[src/rtl/sha1_block_sequencer.sv]
// rtl/sha1_block_sequencer.sv - SHA-1 message reader, padder and block sequencer
// Streams 16 big-endian padded words per block to the compression datapath.
module sha1_block_sequencer #(
  parameter int ADDR_W  = 16,
  parameter int MEM_LAT = 1
) (
  input  logic              clk,
  input  logic              reset,
  input  logic              start_hash,
  input  logic [31:0]       message_addr,
  input  logic [31:0]       message_size,
  output logic              port_A_clk,
  output logic [ADDR_W-1:0] port_A_addr,
  output logic              port_A_we,
  input  logic [31:0]       port_A_data_out,
  output logic [31:0]       w_data,
  output logic              w_valid,
  input  logic              w_ready,
  output logic              blk_first,
  output logic              blk_last,
  input  logic              core_done,
  output logic              busy,
  output logic              done
);

  typedef enum logic [2:0] {
    S_IDLE,
    S_ISSUE,
    S_FEED,
    S_WAIT_CORE,
    S_DONE
  } state_t;

  state_t            state, state_next;
  logic [ADDR_W-1:0] addr_q;
  logic [31:0]       size_q;
  logic [31:0]       nb_q;
  logic [31:0]       word_idx;
  logic [1:0]        lat_cnt;

  logic [33:0]       byte_base;
  logic [33:0]       size_ext;
  logic              mem_word;
  logic              final_blk;
  logic [3:0]        j;
  logic [31:0]       word_d;
  logic              load_word;
  logic [32:0]       size_plus8;
  logic [31:0]       nb_d;

  assign port_A_clk = clk;
  assign port_A_we  = 1'b0;

  assign byte_base   = {word_idx, 2'b00};
  assign size_ext    = {2'b00, size_q};
  assign mem_word    = byte_base < size_ext;
  assign j           = word_idx[3:0];
  assign final_blk   = ({4'b0000, word_idx[31:4]} == (nb_q - 32'd1));
  assign port_A_addr = addr_q + ADDR_W'(byte_base);

  assign size_plus8 = {1'b0, message_size} + 33'd8;
  assign nb_d       = 32'(size_plus8 >> 6) + 32'd1;

  // Memory is little-endian; the datapath wants byte 4i in the top lane.
  always_comb begin
    logic [33:0] kb;
    word_d = 32'h0;
    kb     = 34'h0;
    for (int b = 0; b < 4; b++) begin
      kb = byte_base + 34'(b);
      if (kb < size_ext)
        word_d[31-8*b -: 8] = port_A_data_out[8*b +: 8];
      else if (kb == size_ext)
        word_d[31-8*b -: 8] = 8'h80;
    end
    if (final_blk && j == 4'd14)
      word_d = {29'h0, size_q[31:29]};
    else if (final_blk && j == 4'd15)
      word_d = {size_q[28:0], 3'b000};
  end

  always_comb begin
    state_next = state;
    load_word  = 1'b0;
    case (state)
      S_IDLE, S_DONE: begin
        if (start_hash) state_next = S_ISSUE;
      end
      S_ISSUE: begin
        if (!mem_word || lat_cnt == 2'(MEM_LAT)) begin
          load_word  = 1'b1;
          state_next = S_FEED;
        end
      end
      S_FEED: begin
        if (w_ready) state_next = (j == 4'd15) ? S_WAIT_CORE : S_ISSUE;
      end
      S_WAIT_CORE: begin
        if (core_done) state_next = blk_last ? S_DONE : S_ISSUE;
      end
      default: state_next = S_IDLE;
    endcase
  end

  always_ff @(posedge clk) begin
    if (reset) begin
      state     <= S_IDLE;
      addr_q    <= '0;
      size_q    <= '0;
      nb_q      <= '0;
      word_idx  <= '0;
      lat_cnt   <= '0;
      w_data    <= '0;
      w_valid   <= 1'b0;
      blk_first <= 1'b0;
      blk_last  <= 1'b0;
      busy      <= 1'b0;
      done      <= 1'b0;
    end else begin
      state <= state_next;
      case (state)
        S_IDLE, S_DONE: begin
          if (start_hash) begin
            addr_q    <= message_addr[ADDR_W-1:0];
            size_q    <= message_size;
            nb_q      <= nb_d;
            word_idx  <= '0;
            lat_cnt   <= '0;
            blk_first <= 1'b0;
            blk_last  <= 1'b0;
            done      <= 1'b0;
            busy      <= 1'b1;
          end
        end
        S_ISSUE: begin
          if (load_word) begin
            w_data    <= word_d;
            w_valid   <= 1'b1;
            blk_first <= (word_idx[31:4] == 28'h0);
            blk_last  <= final_blk;
            lat_cnt   <= '0;
          end else begin
            lat_cnt <= lat_cnt + 2'd1;
          end
        end
        S_FEED: begin
          if (w_ready) begin
            w_valid  <= 1'b0;
            word_idx <= word_idx + 32'd1;
          end
        end
        S_WAIT_CORE: begin
          // blk_last still reflects the block the datapath just finished.
          if (core_done && blk_last) begin
            done <= 1'b1;
            busy <= 1'b0;
          end
        end
        default: ;
      endcase
    end
  end

endmodule

[config.mk]
export PLATFORM = sky130hd
export DESIGN_NAME = sha1_block_sequencer
export DESIGN_NICKNAME = d
export VERILOG_FILES = /design/src/rtl/sha1_block_sequencer.sv
export SDC_FILE = /design/constraint.sdc
export NUM_CORES = 1
export LEC_CHECK = 0
export ABC_CLOCK_PERIOD_IN_PS = 4800
export BUFFER_PORTS_ARGS = -buffer_cell sky130_fd_sc_hd__buf_2
export CAP_MARGIN = 20
export CORE_UTILIZATION = 30
export DETAILED_ROUTE_END_ITERATION = 10
export PLACE_DENSITY = 0.46
export REMOVE_ABC_BUFFERS = 1
export SETUP_SLACK_MARGIN = 0.02
export SYNTH_ARGS = -nofsm -noshare
export SYNTH_HDL_FRONTEND = slang
export SYNTH_SLANG_ARGS = --single-unit
[constraint.sdc]
create_clock -name clk -period 4.8 [get_ports clk]
set_input_delay 0.24 -clock clk [delete_from_list [all_inputs] [get_ports clk]]
set_output_delay 0.24 -clock clk [all_outputs]
set_load 0.05 [all_outputs]
==> results.sh, run 1 <==
export IMPL_synth_area_leaders="dfxtp_1 32%, nand2_1 7.6%, ha_1 6.6%, a21oi_1 5.0%, xor2_1 4.7%"
export IMPL_yosysWarnings=0
export IMPL_clk_latency_ns=0.55
export IMPL_synth_top_cell_by_area="dfxtp_1"
export IMPL_gp_congestion=0.834
export IMPL_synth_common_cells="189 x nand2_1, 150 x dfxtp_1, 97 x nor2_1"
export IMPL_synth_area_mm2=0.00935
export IMPL_netlist_area_leader_share=0.321
export IMPL_hold_class="in -> reg"
export IMPL_dieWidth_um=179
export IMPL_post_drt_wl_per_cell_um=17.7
export IMPL_placed_cell_area_mm2=0.0104
export IMPL_first_global_vias=8785
export IMPL_slew_viol_final=0
export IMPL_post_cts_buffers=0
export IMPL_worstSetupPathType="reg -> reg"
export IMPL_synth_seq_area_share=0.321
export IMPL_slew_headroom=0.415
export IMPL_drtIter0Drc=580
export IMPL_final_setup_skew_ns=0.0146
export IMPL_grt_max_degree=62
export IMPL_final_nets=1542
export IMPL_n_antenna_cell=0
export IMPL_core_rowCount=64
export IMPL_min_from="message_size[18]"
export IMPL_hold_depth=3
export IMPL_synth_edff_count=0
export IMPL_portBuffers=138
export IMPL_grt_first_pass_wirelength_um=49900
export IMPL_ys_seq_elements=150
export IMPL_ant_nets=0
export IMPL_track_usage=0.204
export IMPL_cpMaxStageDelayCell="nor4_1"
export IMPL_r2r_end="w_data[23]"
export IMPL_synthArstFlopShare=0
export IMPL_timing_rr_start="nb_q[5]"
export IMPL_core_area_mm2=0.0306
export IMPL_critPathMostFrequentCell="buf_4"
export IMPL_vias_per_cell=5.18
export IMPL_synth_lib_cells_used_distinct=66
export IMPL_netlist_instances=1219
export IMPL_max_cap_viol_count=0
export IMPL_endpoint_kind="register"
export IMPL_powerDensity_mw_per_mm2=314
export IMPL_hpwl_um=23300
export IMPL_min_period_ns=3.91
export IMPL_setup_ws_ns=0.887
export IMPL_hold_path_endpoint="size_q[18]"
export IMPL_drc=0
export IMPL_cp_data_arrival_time_ns=4.35
export IMPL_cp_top_family="simple AND/OR/NAND/NOR gates"
export IMPL_max_freq_mhz=256
export IMPL_antenna_found_initial=0
export IMPL_period_share=0.815
export IMPL_yosysMostFrequentCell="nand2_1"
export IMPL_r2r_slack_ns=0.89
export IMPL_die_area_mm2=0.0319
export IMPL_wl_um=31800
export IMPL_worst_slew_pin_slew_ns=0.877
export IMPL_tns_ns=0
export IMPL_synth_flop_cell="dfxtp_1"
export IMPL_drive_above_1_share=0.148
export IMPL_cts_clk_slew_worst_paths_ns=0.07
export IMPL_cp_buffers_inverters=2
export IMPL_firstDrtPassIters=5
export IMPL_p_leak_nw=4.74
export IMPL_start_kind="register"
export IMPL_setup_viol=0
export IMPL_crit_chain="buf_4 -> nor4_1 -> nand4_1 -> or4_1 -> o2111ai_1 -> or2_2 -> buf_4 -> nand3_1 -> or3_4 -> nand3b_1 -> and3_1"
export IMPL_status="finished, final reports clean"
export IMPL_final_hold_viol_count=0
export IMPL_finalInstanceArea_mm2=0.0117
export IMPL_synth_avg_cell_area_um2=7.67
export IMPL_dieHeight_um=179
export IMPL_cts_tree="yes"
export IMPL_dr_total_vias=9306
export IMPL_r2r_cells=11
export IMPL_rsz0062_at_grt="no"
export IMPL_start_util=0.306
export IMPL_io_pins=156
export IMPL_grt_overflow_total=0
export IMPL_critPathMaxStageDelay_ns=0.66
export IMPL_required_ns=5.23
export IMPL_cp_max_fo=35
export IMPL_area_delta_synth_final_pct=25.2
export IMPL_dp_slack_ns=0.922
export IMPL_ir_drop_uv=247
where the power goes:
group | internal (mW) | total (mW) | switching (mW)
clock network | 0.925 | 1.55 | 0.620
logic | 0.273 | 0.743 | 0.471
registers | 1.31 | 1.38 | 0.0775
state kept, by name, indices dropped and copies added, names as in the netlist, 2 cells and up:
signal,count
size_q,32
lat_cnt,2
nb_q,28
addr_q,16
w_data,32
state,3
word_idx,32
kinds of logic after synthesis:
group	Yosys count	synth area share
simple gates	537	0.283
compound gates	253	0.176
flops	150	0.321
buf+inv	128	0.0571
xor+xnor	97	0.0908
fa+ha+maj	51	0.0688
mux	2	0.00227
other cells	1	0.000401
layout make-up:
cell class,instances,area (um^2)
Fill cell,3226,18900
Multi-Input combinational cell,941,5830
Sequential cell,150,3000
Timing Repair Buffer,226,1530
Clock buffer,22,509
Tap cell,396,495
Inverter,51,191
Clock inverter,12,156
metrics by stage:
stage | cells | total power [mW] | utilization | hold WS [ns]
4_1_cts | 1798 | 3.71 | 0.383 | 0.00563
3_3_place_gp | 1697 | 2.15 | 0.339 | 0.440
5_1_grt | 1798 | 3.85 | 0.383 | 0.0459
2_1_floorplan | 1142 | 1.85 | - | 0.240
6_report | 1798 | 3.67 | 0.383 | 0.0260
3_5_place_dp | 1697 | 2.15 | 0.339 | 0.444
cells in the final DEF (no fill, tap or decap), types with 4 or more instances in the layout:
master and count:
xor2_1 50, o21ai_0 31, nand2_1 189, xnor2_1 47, dlygate4sd3_1 68, nand4b_1 5, nor3_1 20, a21o_1 6
a211oi_1 23, o31ai_1 5, or3_1 14, and2_1 6, nor2b_1 7, nand3b_1 4, a31oi_1 5, buf_2 137
nand3_1 42, a311oi_1 5, nor4_1 26, clkinvlp_4 4, and4_1 5, o211ai_1 4, and3_1 22, nand4_1 67
dfxtp_1 150, a22oi_1 27, inv_1 51, clkbuf_16 20, or2_2 6, or4_1 6, o31a_1 28, a21oi_1 93
ha_1 49, buf_4 22, nor2_1 96, nand2b_1 8
tightest hold or removal path, stage by stage:
cell and delay, ns:
buf_2 0.16, nand2_1 0.07, a21oi_1 0.05
how the worst max path moves through the flow:
stage               startpoint         end  slack (ns)  depth (start not counted)
finish                 nb_q[5]  w_data[23]        0.89                         11
global route           nb_q[5]  w_data[23]        0.58                         10
CTS                    nb_q[5]  w_data[23]        0.90                         11
detailed placement     nb_q[5]  w_data[23]        0.92                         11
global placement       nb_q[5]  w_data[31]        0.95                         11
floorplan             state[1]    nb_q[17]        0.82                          3
timing repair:
| item | in CTS | in global routing |
|---|---|---|
| hold buffers | 68 | 0 |
| gates resized for setup | 0 | 0 |
| endpoints found under the hold margin | 68 | 0 |
| endpoints found under the setup margin | 0 | 0 |
routing by layer:
metal | routed length, um | track usage | vias to the layer above | part of all wire
met5 | 0 | 0 | - | 0
met4 | 312 | 0.0480 | 0 | 0.0098
met3 | 1480 | 0.0318 | 20 | 0.047
met2 | 14100 | 0.313 | 205 | 0.44
met1 | 15900 | 0.297 | 4363 | 0.50
li1 | - | - | 4718 | -
No activity file was read; power rests on OpenSTA's default activity.
==> run 2: changes to the inputs <==
--- a/config.mk
+++ b/config.mk
@@ -5,12 +5,12 @@
 export SDC_FILE = /design/constraint.sdc
 export NUM_CORES = 1
 export LEC_CHECK = 0
-export ABC_CLOCK_PERIOD_IN_PS = 4800
+export ABC_CLOCK_PERIOD_IN_PS = 3500
 export BUFFER_PORTS_ARGS = -buffer_cell sky130_fd_sc_hd__buf_2
 export CAP_MARGIN = 20
 export CORE_UTILIZATION = 30
 export DETAILED_ROUTE_END_ITERATION = 10
-export PLACE_DENSITY = 0.46
+export PLACE_DENSITY = 0.48
 export REMOVE_ABC_BUFFERS = 1
 export SETUP_SLACK_MARGIN = 0.02
 export SYNTH_ARGS = -nofsm -noshare
==> constraint.sdc (replaced) <==
create_clock -name clk -period 3.5 [get_ports clk]
set_input_delay 0.175 -clock clk [delete_from_list [all_inputs] [get_ports clk]]
set_output_delay 0.175 -clock clk [all_outputs]
set_load 0.05 [all_outputs]
==> run 2 against run 1 <==
Compared with the run above:
- hold slack better by 0.0043 ns
- non-clock buffer count increased by 67
- register-to-register slack got worse by 0.65 ns
- clock power rose by 40%
- critical path type unchanged
- highest routed layer unchanged
- routed wire length up 3.4%
- die area unchanged
- critical endpoint is now w_data[28]
- worst setup slack worse by 0.65 ns
==> results.sh, run 2 (same netlist as run 1, synthesis figures left out) <==
export IMPL_status="finished, final reports clean"
export IMPL_final_common_cell="nand2_1"
export IMPL_grt_first_pass_wirelength_um=50500
export IMPL_ant_nets=0
export IMPL_mostFrequentLayoutCells="189 x nand2_1, 148 x dfxtp_1, 134 x buf_2, 95 x nor2_1, 93 x a21oi_1"
export IMPL_gp_congestion=0.845
export IMPL_antenna_found_initial=0
export IMPL_start_kind="register"
export IMPL_multi_input_area_mm2=0.00590
export IMPL_track_usage=0.207
export IMPL_cp_buffers_inverters=1
export IMPL_worstSetupPathType="reg -> reg"
export IMPL_first_global_vias=8981
export IMPL_dieHeight_um=179
export IMPL_p_int_mw=3.55
export IMPL_swShare=0.315
export IMPL_core_rowCount=64
export IMPL_grtUsageMet3=0.0307
export IMPL_ir_drop_uv=327
export IMPL_setup_viol=0
export IMPL_seq_area_mm2=0.00301
export IMPL_vias_per_cell=5.13
export IMPL_cpMaxStageDelayCell="or4_4"
export IMPL_n_antenna_cell=0
export IMPL_cts_tree="yes"
export IMPL_powerDensity_mw_per_mm2=419
export IMPL_required_ns=3.93
export IMPL_reg_top3="size_q x32, w_data x32, word_idx x32"
export IMPL_area_delta_synth_final_pct=32.4
export IMPL_pwr_share_seq=0.363
export IMPL_cp_data_arrival_time_ns=3.69
export IMPL_nFillCells=3176
export IMPL_placed_cells=1752
export IMPL_start_util=0.306
export IMPL_clk_latency_ns=0.55
export IMPL_pwr_share_clk=0.418
export IMPL_hpwl_um=24100
export IMPL_wl_um=32900
export IMPL_max_cap_viol_count=0
export IMPL_endpoint_kind="register"
export IMPL_critPathMostFrequentCell="or3_4"
export IMPL_drive_above_1_share=0.191
export IMPL_tns_ns=0
export IMPL_dr_total_vias=9582
export IMPL_layout_cells_non_filler=1867
export IMPL_core_area_mm2=0.0306
export IMPL_hold_class="in -> reg"
export IMPL_crit_chain="or4_4 -> or3_4 -> nor4_1 -> and3b_1 -> o31a_1 -> or2_1 -> or3_4 -> buf_12 -> nand4_1 -> a22oi_1"
export IMPL_cts_clk_slew_worst_paths_ns=0.06
export IMPL_grt_use_met2=0.319
export IMPL_critPathMaxStageDelay_ns=0.53
export IMPL_post_drt_wl_per_cell_um=17.6
export IMPL_drtIter0Drc=560
export IMPL_cp_top_family="simple AND/OR/NAND/NOR gates"
export IMPL_period_share=0.931
export IMPL_drc=0
export IMPL_hold_slack_ns=0.0303
export IMPL_firstDrtPassIters=5
export IMPL_worst_slew_pin_slew_ns=0.795
export IMPL_dieWidth_um=179
export IMPL_portBuffers=138
export IMPL_rsz0062_at_grt="no"
export IMPL_final_setup_skew_ns=0.00970
export IMPL_grt_overflow_total=0
export IMPL_die_area_mm2=0.0319
export IMPL_grt_busiest_layer="met2"
export IMPL_dp_slack_ns=0.0985
export IMPL_grt_max_degree=75
export IMPL_final_hold_viol_count=0
export IMPL_cp_max_fo=17
export IMPL_p_leak_nw=5.13
export IMPL_slew_headroom=0.470
export IMPL_setup_ws_ns=0.242
export IMPL_final_nets=1610
export IMPL_max_freq_mhz=307
export IMPL_switchingPower_mw=1.63
export IMPL_grt_util_met1=0.297
export IMPL_io_pins=156
export IMPL_min_period_ns=3.26
export IMPL_p_comb_frac=0.219
export IMPL_slew_viol_final=0
-- run 2: changes by cell type in the layout (fill, tap and decap cells not counted), moves of 3 or more --
cell           change
buf_12             +3
nor4_2             +3
dlygate4sd3_1      +9
nor4_1             -3
buf_4             +57
buf_2              -3
-- run 2: per-layer routing --
layer,up-vias,wire length (um)
met1,4492,16500
met3,25,1290
li1,4860,-
met4,0,424
met5,-,0
met2,205,14700
-- run 2: final timing paths --
kind | startpoint | end | slack, ns | cells past startpoint
max | nb_q[17] | w_data[28] | 0.24 | 10
min | w_ready | w_valid | 0.03 | 4
max reg2reg | nb_q[17] | w_data[28] | 0.24 | 10
min reg2reg | done | done | 0.45 | 2
-- run 2: stage by stage --
| stage | power [mW] | utilization | cell area (um^2) |
|---|---|---|---|
| 2_1_floorplan | 2.54 | - | 9010 |
| 3_3_place_gp | 3.02 | 0.354 | 10800 |
| 3_5_place_dp | 3.02 | 0.354 | 10800 |
| 4_1_cts | 5.21 | 0.401 | 12300 |
| 5_1_grt | 5.42 | 0.405 | 12400 |
| 6_report | 5.18 | 0.405 | 12400 |
-- run 2: layout make-up --
class,count,area share
clock buffer,24,0.0433
clock inverter,11,0.0121
inverter,51,0.0155
multi-input combinational,942,0.477
sequential,150,0.243
tap,396,0.0400
timing repair buffer,293,0.169
-- run 2: worst reg2reg max path, delay by kind of cell, from the launching register on --
family                 cells  cell delay (ns)
DFF                        1             0.31
and+or+nand+nor            7             2.25
buffers and inverters      1             0.19
AOI/OAI and AO/OA          2             0.39
-- run 2: timing repair --
action / in CTS / in global routing
endpoints found under the setup margin: 0 / 35
buffers inserted: 0 / 3
resized for setup: 0 / 20
hold endpoints to repair: 83 / 0
hold buffers: 77 / 0
-- run 2: power groups by stage --
| stage | logic (mW) | clock network, mW | registers (mW) |
|---|---|---|---|
| 2_1_floorplan | 0.591 | 0 | 1.95 |
| 3_3_place_gp | 1.05 | 0.0545 | 1.92 |
| 3_5_place_dp | 1.05 | 0.0545 | 1.91 |
| 4_1_cts | 1.12 | 2.20 | 1.88 |
| 5_1_grt | 1.24 | 2.29 | 1.89 |
| 6_report | 1.14 | 2.17 | 1.88 |
